[config.mk]
export PLATFORM = sky130hd
export DESIGN_NAME = ram_bist_ctrl
export DESIGN_NICKNAME = d
export VERILOG_FILES = /design/src/rtl/ram_bist_pkg.sv /design/src/rtl/ram_bist_cmp.sv /design/src/rtl/ram_bist_ctrl.sv
export SDC_FILE = /design/constraint.sdc
export NUM_CORES = 1
export LEC_CHECK = 0
export CAP_MARGIN = 15
export CORE_UTILIZATION = 31
export DETAILED_ROUTE_END_ITERATION = 6
export PLACE_DENSITY = 0.7
export SLEW_MARGIN = 5
export SYNTH_ARGS = -nofsm -noshare
export SYNTH_HDL_FRONTEND = slang
export SYNTH_SLANG_ARGS = --single-unit
[constraint.sdc]
create_clock -name clk -period 3.3 [get_ports clk]
set_input_delay 0.495 -clock clk [delete_from_list [all_inputs] [get_ports clk]]
set_output_delay 0.495 -clock clk [all_outputs]
set_load 0.01 [all_outputs]
[src/rtl/ram_bist_pkg.sv]
// Shared definitions for the RAM march-test controller: FSM states, default RAM geometry
// and the error counter width.
package ram_bist_pkg;

    localparam int ADDRESS_WIDTH_0301 = 4;
    localparam int DATA_WIDTH_0301    = 8;
    localparam int ERR_CNT_W          = 16;

    typedef enum logic [2:0] {
        IDLE   = 3'd0,
        W_BG   = 3'd1,
        RD_WR  = 3'd2,
        RD_INV = 3'd3,
        DRAIN  = 3'd4,
        DONE   = 3'd5
    } state_t;

endpackage

[src/rtl/ram_bist_cmp.sv]
// Read-compare pipeline: carries {valid, addr, expected} for RD_LATENCY cycles, then checks
// the RAM read-back against the expected word.
module ram_bist_cmp
    import ram_bist_pkg::*;
#(
    parameter int ADDR_WIDTH = ADDRESS_WIDTH_0301,
    parameter int DATA_WIDTH = DATA_WIDTH_0301,
    parameter int RD_LATENCY = 1
)(
    input  logic                  clk,
    input  logic                  sync_rst_n,
    input  logic                  i_push,
    input  logic [ADDR_WIDTH-1:0] i_addr,
    input  logic [DATA_WIDTH-1:0] i_expected,
    input  logic [DATA_WIDTH-1:0] i_q,
    output logic                  o_mismatch,
    output logic [ADDR_WIDTH-1:0] o_mismatch_addr,
    output logic [DATA_WIDTH-1:0] o_mismatch_data,
    output logic                  o_busy
);

    logic [RD_LATENCY-1:0]                 r_valid;
    logic [RD_LATENCY-1:0][ADDR_WIDTH-1:0] r_addr;
    logic [RD_LATENCY-1:0][DATA_WIDTH-1:0] r_exp;

    always_ff @(posedge clk) begin
        if (!sync_rst_n) begin
            r_valid <= '0;
            r_addr  <= '0;
            r_exp   <= '0;
        end else begin
            r_valid[0] <= i_push;
            r_addr[0]  <= i_addr;
            r_exp[0]   <= i_expected;
            for (int i = 1; i < RD_LATENCY; i++) begin
                r_valid[i] <= r_valid[i-1];
                r_addr[i]  <= r_addr[i-1];
                r_exp[i]   <= r_exp[i-1];
            end
        end
    end

    // The last stage lines up with the cycle in which the RAM presents that read's data.
    assign o_mismatch      = r_valid[RD_LATENCY-1] && (i_q != r_exp[RD_LATENCY-1]);
    assign o_mismatch_addr = r_addr[RD_LATENCY-1];
    assign o_mismatch_data = i_q;
    assign o_busy          = |r_valid;

endmodule

[src/rtl/ram_bist_ctrl.sv]
// March test controller (write BG up; read BG/write ~BG up; read ~BG down) for a single-port RAM.
// Define BIST_ERR_LOG_EN to build the first-failure capture and saturating error counter.
module ram_bist_ctrl
    import ram_bist_pkg::*;
#(
    parameter int                    ADDR_WIDTH = ADDRESS_WIDTH_0301,
    parameter int                    DATA_WIDTH = DATA_WIDTH_0301,
    parameter int                    DEPTH      = 2**ADDR_WIDTH,
    parameter int                    RD_LATENCY = 1,
    parameter logic [DATA_WIDTH-1:0] BACKGROUND = {DATA_WIDTH/2{2'b01}}
)(
    input  logic                  clk,
    input  logic                  sync_rst_n,
    input  logic                  start,
    output logic                  busy,
    output logic                  done,
    output logic                  pass,
    output logic [ADDR_WIDTH-1:0] mem_addr,
    output logic [DATA_WIDTH-1:0] mem_data,
    output logic                  mem_we,
    output logic                  mem_clken,
    input  logic [DATA_WIDTH-1:0] mem_q,
    output logic [ADDR_WIDTH-1:0] fail_addr,
    output logic [DATA_WIDTH-1:0] fail_data,
    output logic [ERR_CNT_W-1:0]  err_cnt
);

    localparam logic [ADDR_WIDTH-1:0] LAST_ADDR = ADDR_WIDTH'(DEPTH - 1);

    state_t                r_state, w_nextState;
    logic [ADDR_WIDTH-1:0] r_addr, w_nextAddr;
    logic                  r_phase, w_nextPhase;
    logic                  r_fail, r_pass;
    logic                  w_startOk, w_memClken, w_memWe;
    logic [DATA_WIDTH-1:0] w_memData, w_expected;
    logic                  w_mismatch, w_cmpBusy;
    logic [ADDR_WIDTH-1:0] w_misAddr;
    logic [DATA_WIDTH-1:0] w_misData;

    assign w_startOk = start && ((r_state == IDLE) || (r_state == DONE));

    always_ff @(posedge clk) begin
        if (!sync_rst_n) begin
            r_state <= IDLE;
            r_addr  <= '0;
            r_phase <= 1'b0;
        end else begin
            r_state <= w_nextState;
            r_addr  <= w_nextAddr;
            r_phase <= w_nextPhase;
        end
    end

    // r_phase splits each RD_WR word into its read cycle (0) and write cycle (1).
    always_comb begin
        w_nextState = r_state;
        w_nextAddr  = r_addr;
        w_nextPhase = r_phase;
        w_memClken  = 1'b0;
        w_memWe     = 1'b0;
        w_memData   = '0;
        w_expected  = '0;
        case (r_state)
            IDLE, DONE: begin
                if (start) begin
                    w_nextState = W_BG;
                    w_nextAddr  = '0;
                    w_nextPhase = 1'b0;
                end
            end
            W_BG: begin
                w_memClken = 1'b1;
                w_memWe    = 1'b1;
                w_memData  = BACKGROUND;
                if (r_addr == LAST_ADDR) begin
                    w_nextState = RD_WR;
                    w_nextAddr  = '0;
                end else begin
                    w_nextAddr = r_addr + ADDR_WIDTH'(1);
                end
            end
            RD_WR: begin
                w_memClken  = 1'b1;
                w_expected  = BACKGROUND;
                w_nextPhase = !r_phase;
                if (r_phase) begin
                    w_memWe   = 1'b1;
                    w_memData = ~BACKGROUND;
                    if (r_addr == LAST_ADDR) begin
                        w_nextState = RD_INV;
                    end else begin
                        w_nextAddr = r_addr + ADDR_WIDTH'(1);
                    end
                end
            end
            RD_INV: begin
                w_memClken = 1'b1;
                w_expected = ~BACKGROUND;
                if (r_addr == '0) begin
                    w_nextState = DRAIN;
                end else begin
                    w_nextAddr = r_addr - ADDR_WIDTH'(1);
                end
            end
            DRAIN: begin
                if (!w_cmpBusy) begin
                    w_nextState = DONE;
                end
            end
            default: w_nextState = IDLE;
        endcase
    end

    ram_bist_cmp #(
        .ADDR_WIDTH (ADDR_WIDTH),
        .DATA_WIDTH (DATA_WIDTH),
        .RD_LATENCY (RD_LATENCY)
    ) u_cmp (
        .clk             (clk),
        .sync_rst_n      (sync_rst_n),
        .i_push          (w_memClken && !w_memWe),
        .i_addr          (r_addr),
        .i_expected      (w_expected),
        .i_q             (mem_q),
        .o_mismatch      (w_mismatch),
        .o_mismatch_addr (w_misAddr),
        .o_mismatch_data (w_misData),
        .o_busy          (w_cmpBusy)
    );

    always_ff @(posedge clk) begin
        if (!sync_rst_n || w_startOk) begin
            r_fail <= 1'b0;
            r_pass <= 1'b0;
        end else begin
            if (w_mismatch) begin
                r_fail <= 1'b1;
            end
            if ((r_state == DRAIN) && (w_nextState == DONE)) begin
                r_pass <= !r_fail;
            end
        end
    end

`ifdef BIST_ERR_LOG_EN
    logic [ADDR_WIDTH-1:0] r_failAddr;
    logic [DATA_WIDTH-1:0] r_failData;
    logic [ERR_CNT_W-1:0]  r_errCnt;

    // r_fail is still clear on the first mismatch, so only that one is captured.
    always_ff @(posedge clk) begin
        if (!sync_rst_n || w_startOk) begin
            r_failAddr <= '0;
            r_failData <= '0;
            r_errCnt   <= '0;
        end else if (w_mismatch) begin
            if (!r_fail) begin
                r_failAddr <= w_misAddr;
                r_failData <= w_misData;
            end
            if (r_errCnt != '1) begin
                r_errCnt <= r_errCnt + ERR_CNT_W'(1);
            end
        end
    end

    assign fail_addr = r_failAddr;
    assign fail_data = r_failData;
    assign err_cnt   = r_errCnt;
`else
    logic w_unusedDiag;
    assign w_unusedDiag = ^{w_misAddr, w_misData};
    assign fail_addr    = '0;
    assign fail_data    = '0;
    assign err_cnt      = '0;
`endif

    assign busy      = (r_state != IDLE) && (r_state != DONE);
    assign done      = (r_state == DONE);
    assign pass      = r_pass;
    assign mem_addr  = r_addr;
    assign mem_data  = w_memData;
    assign mem_we    = w_memWe;
    assign mem_clken = w_memClken;

endmodule

==> qor.txt, run 1 <==
Tcrit/Tclk final: 78.0%
Worst min-delay path category: flop to flop
Async SR Flop Fraction: 0%
Max stage delay cell, worst path: dfxtp_1
Gpl congestion: 0.764
Share of cells above drive strength 1: 9.20%
Largest net degree at the start of global routing: 25
First-pass GRT wire length: 3490 um
Max incr delay on CP: 0.76 ns
H-tree levels: 1
CTS Sinks: 13
Cts repair resizes: 0
Most Crowded Layer GR: met2
Num CTS Buffers: 3
Most frequent cell after synthesis: buf_4
Initial DRC count: 41
Biggest area consumer among synthesized cells: buf_4
Met3 usage: 1.63%
Post-synth EDFFs: 0
Comb power frac: 21.4%
Area Growth Syn to Fin: 15.0%
# rows: 22
Sw Share: 27.3%
Crit-path cells: nor2b_2 > nand3b_1 > inv_2 > clkdlybuf4s50_1
Critical path startpoint category: flop
Post-synthesis sequential area ratio: 22.0%
Psw: 106 uW
Pwr Total: 388 uW
Fin util: 37.1%
Fin Hold WS: 0.441 ns
# IOs: 56
DRC: 1
Routed Antenna Nets: 0
Worst Skew: 0.00314 ns
Static leakage: 0.551 nW
Mean Syn Cell Area: 8.15 um2
Initial DRT Pass Iterations: 6
Total number of vias: 959
Worst-Margin Slew: 0.680 ns
RSZ-0062 raised after global routing: false
Synth top area cells: buf_4 22%, dfxtp_1 22%, nand2b_1 3.7%
CP Data Arrival Time: 2.08 ns
Yosys cell types: 46
Status: finished, violations left
Seq pwr share: 42.6%
Failing checks: design-rule violations
Internal power: 282 uW
Final Max Slew Viols: 0
Die Area: 0.00406 mm2
Critical Path RT: 2.80 ns
Grt ovf: 0
Vias per inst: 4.55
Mapped Area: 0.00118 mm2
DR WL/cell: 9.82 um
IO Port Bufs: 27
Worst Path Max Fanout: 24
CP Capture Type: primary output
Fin cells: 211
Clock slew at reported path FFs: 0.06 ns
Initial antenna violation count: 0
DIE HEIGHT: 63.7 um
Layout Nets: 177
CTS tree: built
GR Layer Usage met2: 18.2%
Post-DP HPWL: 1640 um
Synth top cells by count: 35 x buf_4, 13 x dfxtp_1, 10 x nor2_1
Post-CTS setup buffers: 0
PD cells: 286 mW/mm2
Initial core utilization: 32.3%
Vias in the first global route: 819
Synth top area share: 22.2%
Root buffer selected by CTS: clkbuf_8
Routing usage on met1: 13.2%
Skew-Pair Late Insertion Delay: 0.24 ns
Crit Path Class: flop to primary output
Final setup vio count: 0
Max-slew headroom: 54.6%
Cell total after placement: 207
# fillers: 375
Synth warn: 0
Synth Flop Type: dfxtp_1
Post-Synthesis Cells: 145
Yosys reg bits: 13
Core area: 0.00366 mm2
Gr usage total: 10.8%
Clock power frac: 36.1%
Min cycle time layout: 2.57 ns
Setup tns final: 0 ns
WL final: 2070 um
Max-Cap Viols: 0
Ant diodes: 0
Clk buf depth: 2
Cts hold-fix bufs: 0
Die Wd: 63.7 um
Fmax: 389 MHz
Final hold vios: 0
Worst IR drop on VDD: 0.0972 mV
critical path: cells and delay by family, from the launching register on:
family        cells  cell delay (ns)
simple gates      2             0.44
buf+inv           2             0.64
flops             1             0.76
placed cells by master (no fill, tap or decap), drive strengths merged, types with 3 or more instances in the layout:
| cell | Yosys | routed |
|---|---|---|
| clkbuf | 0 | 3 |
| nand2b | 7 | 7 |
| dfxtp | 13 | 13 |
| nand3 | 4 | 4 |
| a21oi | 7 | 7 |
| nor2 | 10 | 10 |
| nor3b | 3 | 3 |
| o21ai | 5 | 5 |
| a22o | 3 | 3 |
| nand2 | 4 | 4 |
| clkdlybuf4s50 | 0 | 27 |
| inv | 8 | 8 |
| conb | 1 | 28 |
per-layer routing:
metal	wire length [um]	part of all wire (%)
met1	919	44
met2	1030	50
met4	26	1.3
met5	0	0
met3	97	4.7
sequential cells by signal, summed over array words and instances, names as in the netlist:
| signal | cells |
|---|---|
| pass | 1 |
| r_fail | 1 |
| r_state | 3 |
| u_cmp.r_exp | 2 |
| u_cmp.o_busy | 1 |
| mem_addr | 4 |
| r_phase | 1 |
logic make-up after synthesis:
kind of cell               count (synthesis)  share of synthesized area, %
muxes                                      2                          1.69
adders and majority gates                  2                          2.12
DFF                                       13                          22.0
and+or+nand+nor                           44                          24.0
other                                      1                         0.317
xor gates and xnor gates                   2                          1.48
AOI/OAI and AO/OA                         33                          20.3
buffers and inverters                     48                          28.0
metrics by stage:
stage | cell area [um2] | setup slack (ns)
floorplan | 1280 | 1.65
global placement | 1310 | 1.03
detailed placement | 1310 | 0.993
CTS | 1360 | 0.723
global route | 1360 | 0.572
finish | 1360 | 0.726
final cells by class:
cell class                 instances  area [um2]  area share (%)
multi-input combinational        111         692            50.9
timing repair buffer              27         270            19.9
sequential                        13         260            19.2
tap                               48        60.1            4.42
clock buffer                       3        41.3            3.04
inverter                           8        30.0            2.21
clock inverter                     1        5.00           0.368
power groups by stage:
stage          combinational, mW  sequential, mW  clock (mW)
2_1_floorplan             0.0837           0.163           0
3_3_place_gp              0.0829           0.169           0
3_5_place_dp              0.0829           0.168           0
4_1_cts                   0.0830           0.165       0.143
5_1_grt                   0.0910           0.166       0.153
6_report                  0.0829           0.165       0.140
final timing paths:
check | slack, ns | cells after the start | end | startpoint
worst max-delay path | 0.73 | 4 | mem_data[7] | r_state[1]
worst min-delay path | 0.44 | 1 | pass | r_fail
worst max register to register | 1.55 | 4 | mem_addr[3] | r_state[1]
worst min register to register | 0.44 | 1 | pass | r_fail
(Power assumes the default switching activity.)
==> run 2, diff against run 1 <==
--- a/config.mk
+++ b/config.mk
@@ -8,7 +8,7 @@
 export CAP_MARGIN = 15
 export CORE_UTILIZATION = 31
 export DETAILED_ROUTE_END_ITERATION = 6
-export PLACE_DENSITY = 0.7
+export PLACE_DENSITY = 0.72
 export SLEW_MARGIN = 5
 export SYNTH_ARGS = -nofsm -noshare
 export SYNTH_HDL_FRONTEND = slang
==> constraint.sdc (replaced) <==
create_clock -name clk -period 2.1 [get_ports clk]
set_input_delay 0.315 -clock clk [delete_from_list [all_inputs] [get_ports clk]]
set_output_delay 0.315 -clock clk [all_outputs]
set_load 0.01 [all_outputs]
==> qor.txt, run 2 (same netlist as run 1, synthesis figures left out) <==
# IOs: 56 (unchanged)
R2R cell count: 6 (was 4)
Min-delay src: r_fail (unchanged)
Initial antenna violation count: 0 (unchanged)
Max-Cap Viols: 0 (unchanged)
Worst min-delay path category: flop to flop (unchanged)
Clock power frac: 37.3% (was 36.1%)
Share of cells above drive strength 1: 13.1% (was 9.20%)
Setup tns final: 0 ns (unchanged)
Sw Share: 29.0% (was 27.3%)
Post-placement worst setup slack: 0.340 ns (was 0.993 ns)
Tcrit/Tclk final: 95.0%
Critical Path RT: 1.78 ns (was 2.80 ns)
H-tree levels: 1 (unchanged)
First-pass GRT wire length: 3640 um (was 3490 um)
Post-DP HPWL: 1770 um (was 1640 um)
Ant diodes: 0 (unchanged)
Min cycle time layout: 1.99 ns
RSZ-0062 raised after global routing: false (unchanged)
# fillers: 379 (was 375)
Cell total after placement: 212 (was 207)
DIE HEIGHT: 63.7 um (unchanged)
Met3 usage: 2.17% (was 1.63%)
CTS tree: built (unchanged)
Cts repair resizes: 0 (unchanged)
Final hold vios: 0 (unchanged)
Die Wd: 63.7 um (unchanged)
Routing usage on met1: 12.6% (was 13.2%)
Worst Skew: 0.00263 ns (was 0.00314 ns)
Crit Path Class: flop to primary output (unchanged)
Gr usage total: 11.8% (was 10.8%)
R2R Setup Slk: 0.42 ns (was 1.55 ns)
Die Area: 0.00406 mm2 (unchanged)
Grt ovf: 0 (unchanged)
Fin Hold WS: 0.435 ns (was 0.441 ns)
Pwr Total: 632 uW (was 388 uW)
Fin cells: 216 (was 211)
Clk buf depth: 2 (unchanged)
Fin area: 0.00140 mm2 (was 0.00136 mm2)
Max reg flops: 4 (unchanged)
Status: finished, final reports clean (was finished, violations left)
Seq pwr share: 40.5% (was 42.6%)
Final WS setup: 0.106 ns (was 0.726 ns)
Cts hold-fix bufs: 0 (unchanged)
WL final: 2260 um (was 2070 um)
Gpl congestion: 0.848 (was 0.764)
Core area: 0.00366 mm2 (unchanged)
Post-DP Area: 0.00135 mm2 (was 0.00131 mm2)
Initial DRC count: 27 (was 41)
Vias in the first global route: 858 (was 819)
WHS Endpoint: pass (unchanged)
Total number of vias: 981 (was 959)
Initial core utilization: 32.3% (unchanged)
PD cells: 452 mW/mm2 (was 286 mW/mm2)
# rows: 22 (unchanged)
Skew-Pair Late Insertion Delay: 0.25 ns (was 0.24 ns)
CP Capture Type: primary output (unchanged)
Psw: 183 uW (was 106 uW)
Routed Antenna Nets: 0 (unchanged)
Most frequent cells in the layout: 28 x conb_1, 27 x clkdlybuf4s50_1, 12 x dfxtp_1 (was 28 x conb_1, 27 x clkdlybuf4s50_1, 13 x dfxtp_1)
CP Data Arrival Time: 1.68 ns (was 2.08 ns)
Multi-input gate area: 694 um2 (was 692 um2)
Comb power frac: 22.2% (was 21.4%)
Area Growth Syn to Fin: 18.5% (was 15.0%)
Vias per inst: 4.54 (was 4.55)
Hold path depth: 1 (unchanged)
Critical path startpoint category: flop (unchanged)
GR Layer Usage met2: 20.9% (was 18.2%)
DRC: 0 (was 1)
DR WL/cell: 10.5 um (was 9.82 um)
Root buffer selected by CTS: clkbuf_8 (unchanged)
Most Crowded Layer GR: met2 (unchanged)
IO Port Bufs: 27 (unchanged)
Post-CTS setup buffers: 0 (unchanged)
Worst R2R End: mem_addr[1] (was mem_addr[3])
Largest net degree at the start of global routing: 14 (was 25)
Worst IR drop on VDD: 0.217 mV (was 0.0972 mV)
Critical R2R Launch: mem_addr[0] (was r_state[1])
Internal power: 449 uW (was 282 uW)
Clock slew at reported path FFs: 0.06 ns (about the same)
Register area: 262 um2 (was 260 um2)
Final Max Slew Viols: 0 (unchanged)
Layout Nets: 182 (was 177)
Final setup vio count: 0 (unchanged)
Commonest non-fill, non-tap cell in the layout: conb_1 (unchanged)
Worst Path Max Fanout: 13 (was 24)
CTS Sinks: 13 (unchanged)
Fin util: 38.2% (was 37.1%)
Fmax: 501 MHz
Num CTS Buffers: 3 (unchanged)
Initial DRT Pass Iterations: 4 (was 6)
Static leakage: 0.577 nW (was 0.551 nW)
## run 2: cell count changes in the layout (fill, tap and decap cells not counted)
| cell | change |
|---|---|
| dfxtp_1 | -1 |
| nor2_2 | +1 |
| nor2_1 | -1 |
| buf_4 | +5 |
| dfxtp_2 | +1 |
## run 2: worst max-delay path by stage
stage / start / cells past startpoint / endpoint / slack [ns]
after global routing: r_state[1] / 4 / mem_data[3] / 0.004
after floorplan: mem_addr[0] / 6 / mem_addr[0] / 0.51
after CTS: r_state[2] / 3 / mem_data[4] / 0.07
after detailed placement: r_state[2] / 3 / mem_data[4] / 0.34
after global placement: r_state[0] / 4 / busy / 0.36
final: r_state[1] / 4 / busy / 0.11
## run 2: layout make-up
class / count / share of cell area, %
clock buffer: 3 / 2.95
clock inverter: 1 / 0.357
inverter: 8 / 2.14
multi-input combinational: 111 / 49.6
sequential: 13 / 18.7
tap: 48 / 4.29
timing repair buffer: 32 / 22.0
## run 2: power by group through the flow
stage / clock, mW / combinational, mW / sequential [mW]
finish: 0.236 / 0.141 / 0.256
global route: 0.252 / 0.153 / 0.257
CTS: 0.239 / 0.140 / 0.255
detailed placement: 0 / 0.140 / 0.261
global placement: 0 / 0.138 / 0.261
floorplan: 0 / 0.131 / 0.257
## run 2: critical path, stage by stage (launching register included)
cell and delay, ns:
dfxtp_1 0.41, buf_4 0.17, buf_4 0.18, a21o_1 0.12, clkdlybuf4s50_1 0.53
## run 2: layer usage
metal / vias to the layer above / wire length, um
met1: 453 / 974
met2: 34 / 1140
li1: 489 / -
met3: 5 / 82
met4: 0 / 58
met5: - / 0
==> run 3, diff against run 2 <==
--- a/config.mk
+++ b/config.mk
@@ -6,8 +6,11 @@
 export NUM_CORES = 1
 export LEC_CHECK = 0
 export CAP_MARGIN = 15
+export CORE_ASPECT_RATIO = 0.8
+export CORE_MARGIN = 2
 export CORE_UTILIZATION = 31
 export DETAILED_ROUTE_END_ITERATION = 6
+export GPL_ROUTABILITY_DRIVEN = 0
 export PLACE_DENSITY = 0.72
 export SLEW_MARGIN = 5
 export SYNTH_ARGS = -nofsm -noshare
==> qor.txt, run 3 (same netlist as run 1, synthesis figures left out) <==
Status: finished, final reports clean (unchanged)
DRC: 0 (unchanged)
Crit Path Class: flop to primary output (unchanged)
Core area: 0.00373 mm2 (was 0.00366 mm2)
Stages on the worst setup path: 4 (unchanged)
DIE HEIGHT: 59.2 um (was 63.7 um)
Worst IR drop on VDD: 0.254 mV (was 0.217 mV)
# rows: 20 (was 22)
CP delay by family, top: buffers and inverters (unchanged)
CTS Sinks: 13 (unchanged)
Min cycle time layout: 1.97 ns (was 1.99 ns)
# IOs: 56 (unchanged)
Die Area: 0.00432 mm2 (was 0.00406 mm2)
Vias per inst: 4.75 (was 4.54)
RSZ-0062 raised after global routing: false (unchanged)
CP Capture Type: primary output (unchanged)
Cts hold-fix bufs: 0 (unchanged)
Layout Nets: 180 (was 182)
Grt ovf: 0 (unchanged)
IO Port Bufs: 27 (unchanged)
DR WL/cell: 11.6 um (was 10.5 um)
Share of cells above drive strength 1: 12.7% (was 13.1%)
Skew-Pair Late Insertion Delay: 0.24 ns (was 0.25 ns)
R2R Setup Slk: 0.44 ns (was 0.42 ns)
Critical path origin: r_state[1] (unchanged)
Gr usage total: 11.5% (was 11.8%)
Critical R2R Launch: mem_addr[0] (unchanged)
Static leakage: 0.565 nW (was 0.577 nW)
Final Max Slew Viols: 0 (unchanged)
Num CTS Buffers: 3 (unchanged)
Post-DP HPWL: 1900 um (was 1770 um)
Routing usage on met1: 16.0% (was 12.6%)
Max-Cap Viols: 0 (unchanged)
Internal power: 450 uW (was 449 uW)
Largest net degree at the start of global routing: 18 (was 14)
Initial DRC count: 45 (was 27)
Bufs and invs on worst path: 2 (was 3)
Initial DRT Pass Iterations: 4 (unchanged)
Setup tns final: 0 ns (unchanged)
Clk buf depth: 2 (unchanged)
Psw: 177 uW (was 183 uW)
Post-placement worst setup slack: 0.292 ns (was 0.340 ns)
Critical path startpoint category: flop (unchanged)
Worst min-delay path category: flop to flop (unchanged)
Initial antenna violation count: 0 (unchanged)
CTS tree: built (unchanged)
Routed Antenna Nets: 0 (unchanged)
Worst R2R End: mem_addr[1] (unchanged)
Tcrit/Tclk final: 93.9% (was 95.0%)
CP Data Arrival Time: 1.66 ns (was 1.68 ns)
Met3 usage: 4.08% (was 2.17%)
Fin area: 0.00139 mm2 (was 0.00140 mm2)
Commonest non-fill, non-tap cell in the layout: conb_1 (unchanged)
Max stage delay cell, worst path: clkdlybuf4s50_1 (unchanged)
Die Wd: 73.0 um (was 63.7 um)
Final hold vios: 0 (unchanged)
Fmax: 507 MHz (was 501 MHz)
Clock power frac: 36.5% (was 37.3%)
First-pass GRT wire length: 3870 um (was 3640 um)
Root buffer selected by CTS: clkbuf_8 (unchanged)
Area Growth Syn to Fin: 17.5% (was 18.5%)
Post-DP Area: 0.00133 mm2 (was 0.00135 mm2)
Cts repair resizes: 0 (unchanged)
WL final: 2430 um (was 2260 um)
PD cells: 452 mW/mm2 (about the same)
GR Layer Usage met2: 16.7% (was 20.9%)
Most frequent cells in the layout: 28 x conb_1, 27 x clkdlybuf4s50_1, 11 x dfxtp_1 (was 28 x conb_1, 27 x clkdlybuf4s50_1, 12 x dfxtp_1)
Worst Skew: 0.00106 ns (was 0.00263 ns)
Vias in the first global route: 851 (was 858)
R2R cell count: 6 (unchanged)
Comb power frac: 22.6% (was 22.2%)
Final setup vio count: 0 (unchanged)
Final WS setup: 0.127 ns (was 0.106 ns)
Initial core utilization: 31.7% (was 32.3%)
Max reg flops: 4 (unchanged)
Seq pwr share: 40.9% (was 40.5%)
Sw Share: 28.3% (was 29.0%)
H-tree levels: 1 (unchanged)
Worst setup path endpoint: mem_clken (was busy)
Total number of vias: 998 (was 981)
Crit-path cells: buf_4 > nor2_1 > nor2_2 > clkdlybuf4s50_1 (was buf_4 > buf_4 > a21o_1 > clkdlybuf4s50_1)
Post-CTS setup buffers: 0 (unchanged)
Most Crowded Layer GR: met2 (unchanged)
Worst Path Max Fanout: 12 (was 13)
Critical Path RT: 1.78 ns (about the same)
Max incr delay on CP: 0.58 ns (was 0.53 ns)
Ant diodes: 0 (unchanged)
Clock slew at reported path FFs: 0.06 ns (about the same)
[run 3: how the worst min path moves through the flow]
stage | start | end | slack [ns] | cells after the start
after floorplan | r_fail | pass | 0.41 | 1
after global placement | r_fail | pass | 0.42 | 1
after detailed placement | r_fail | pass | 0.42 | 1
after CTS | r_fail | pass | 0.43 | 1
after global routing | r_fail | pass | 0.45 | 1
final | r_fail | pass | 0.43 | 1
[run 3: worst reg2reg max path, cell delays in order (launching register included)]
cell and delay (ns):
dfxtp_1 0.43, inv_1 0.07, ha_1 0.23, nor4bb_2 0.18, o211ai_1 0.21, o311ai_2 0.18, a22o_1 0.26
[run 3: layout make-up]
type	instances	area [um2]
Fill cell	395	2340
Sequential cell	13	263
Clock buffer	4	45.0
Tap cell	44	55.1
Multi-Input combinational cell	111	702
Timing Repair Buffer	30	293
Inverter	8	30.0
[run 3: layer usage]
| layer | vias up | part of all wire [%] |
|---|---|---|
| li1 | 491 | - |
| met1 | 452 | 43 |
| met2 | 53 | 45 |
| met3 | 2 | 11 |
| met4 | 0 | 1.4 |
| met5 | - | 0 |
[run 3: metrics by stage]
stage,instances,util [%],total power [mW],hold slack [ns]
after global routing,210,37.2,0.663,0.451
after CTS,210,36.9,0.633,0.434
final,210,37.2,0.627,0.432
after detailed placement,206,35.7,0.399,0.425
after global placement,206,35.7,0.399,0.421
after floorplan,172,-,0.388,0.413
[run 3: power by group through the flow]
stage	Combinational, mW	Sequential, mW	Clock [mW]
after floorplan	0.131	0.257	0
after global placement	0.139	0.260	0
after detailed placement	0.138	0.261	0
after CTS	0.140	0.255	0.238
after global routing	0.155	0.257	0.251
final	0.142	0.257	0.229
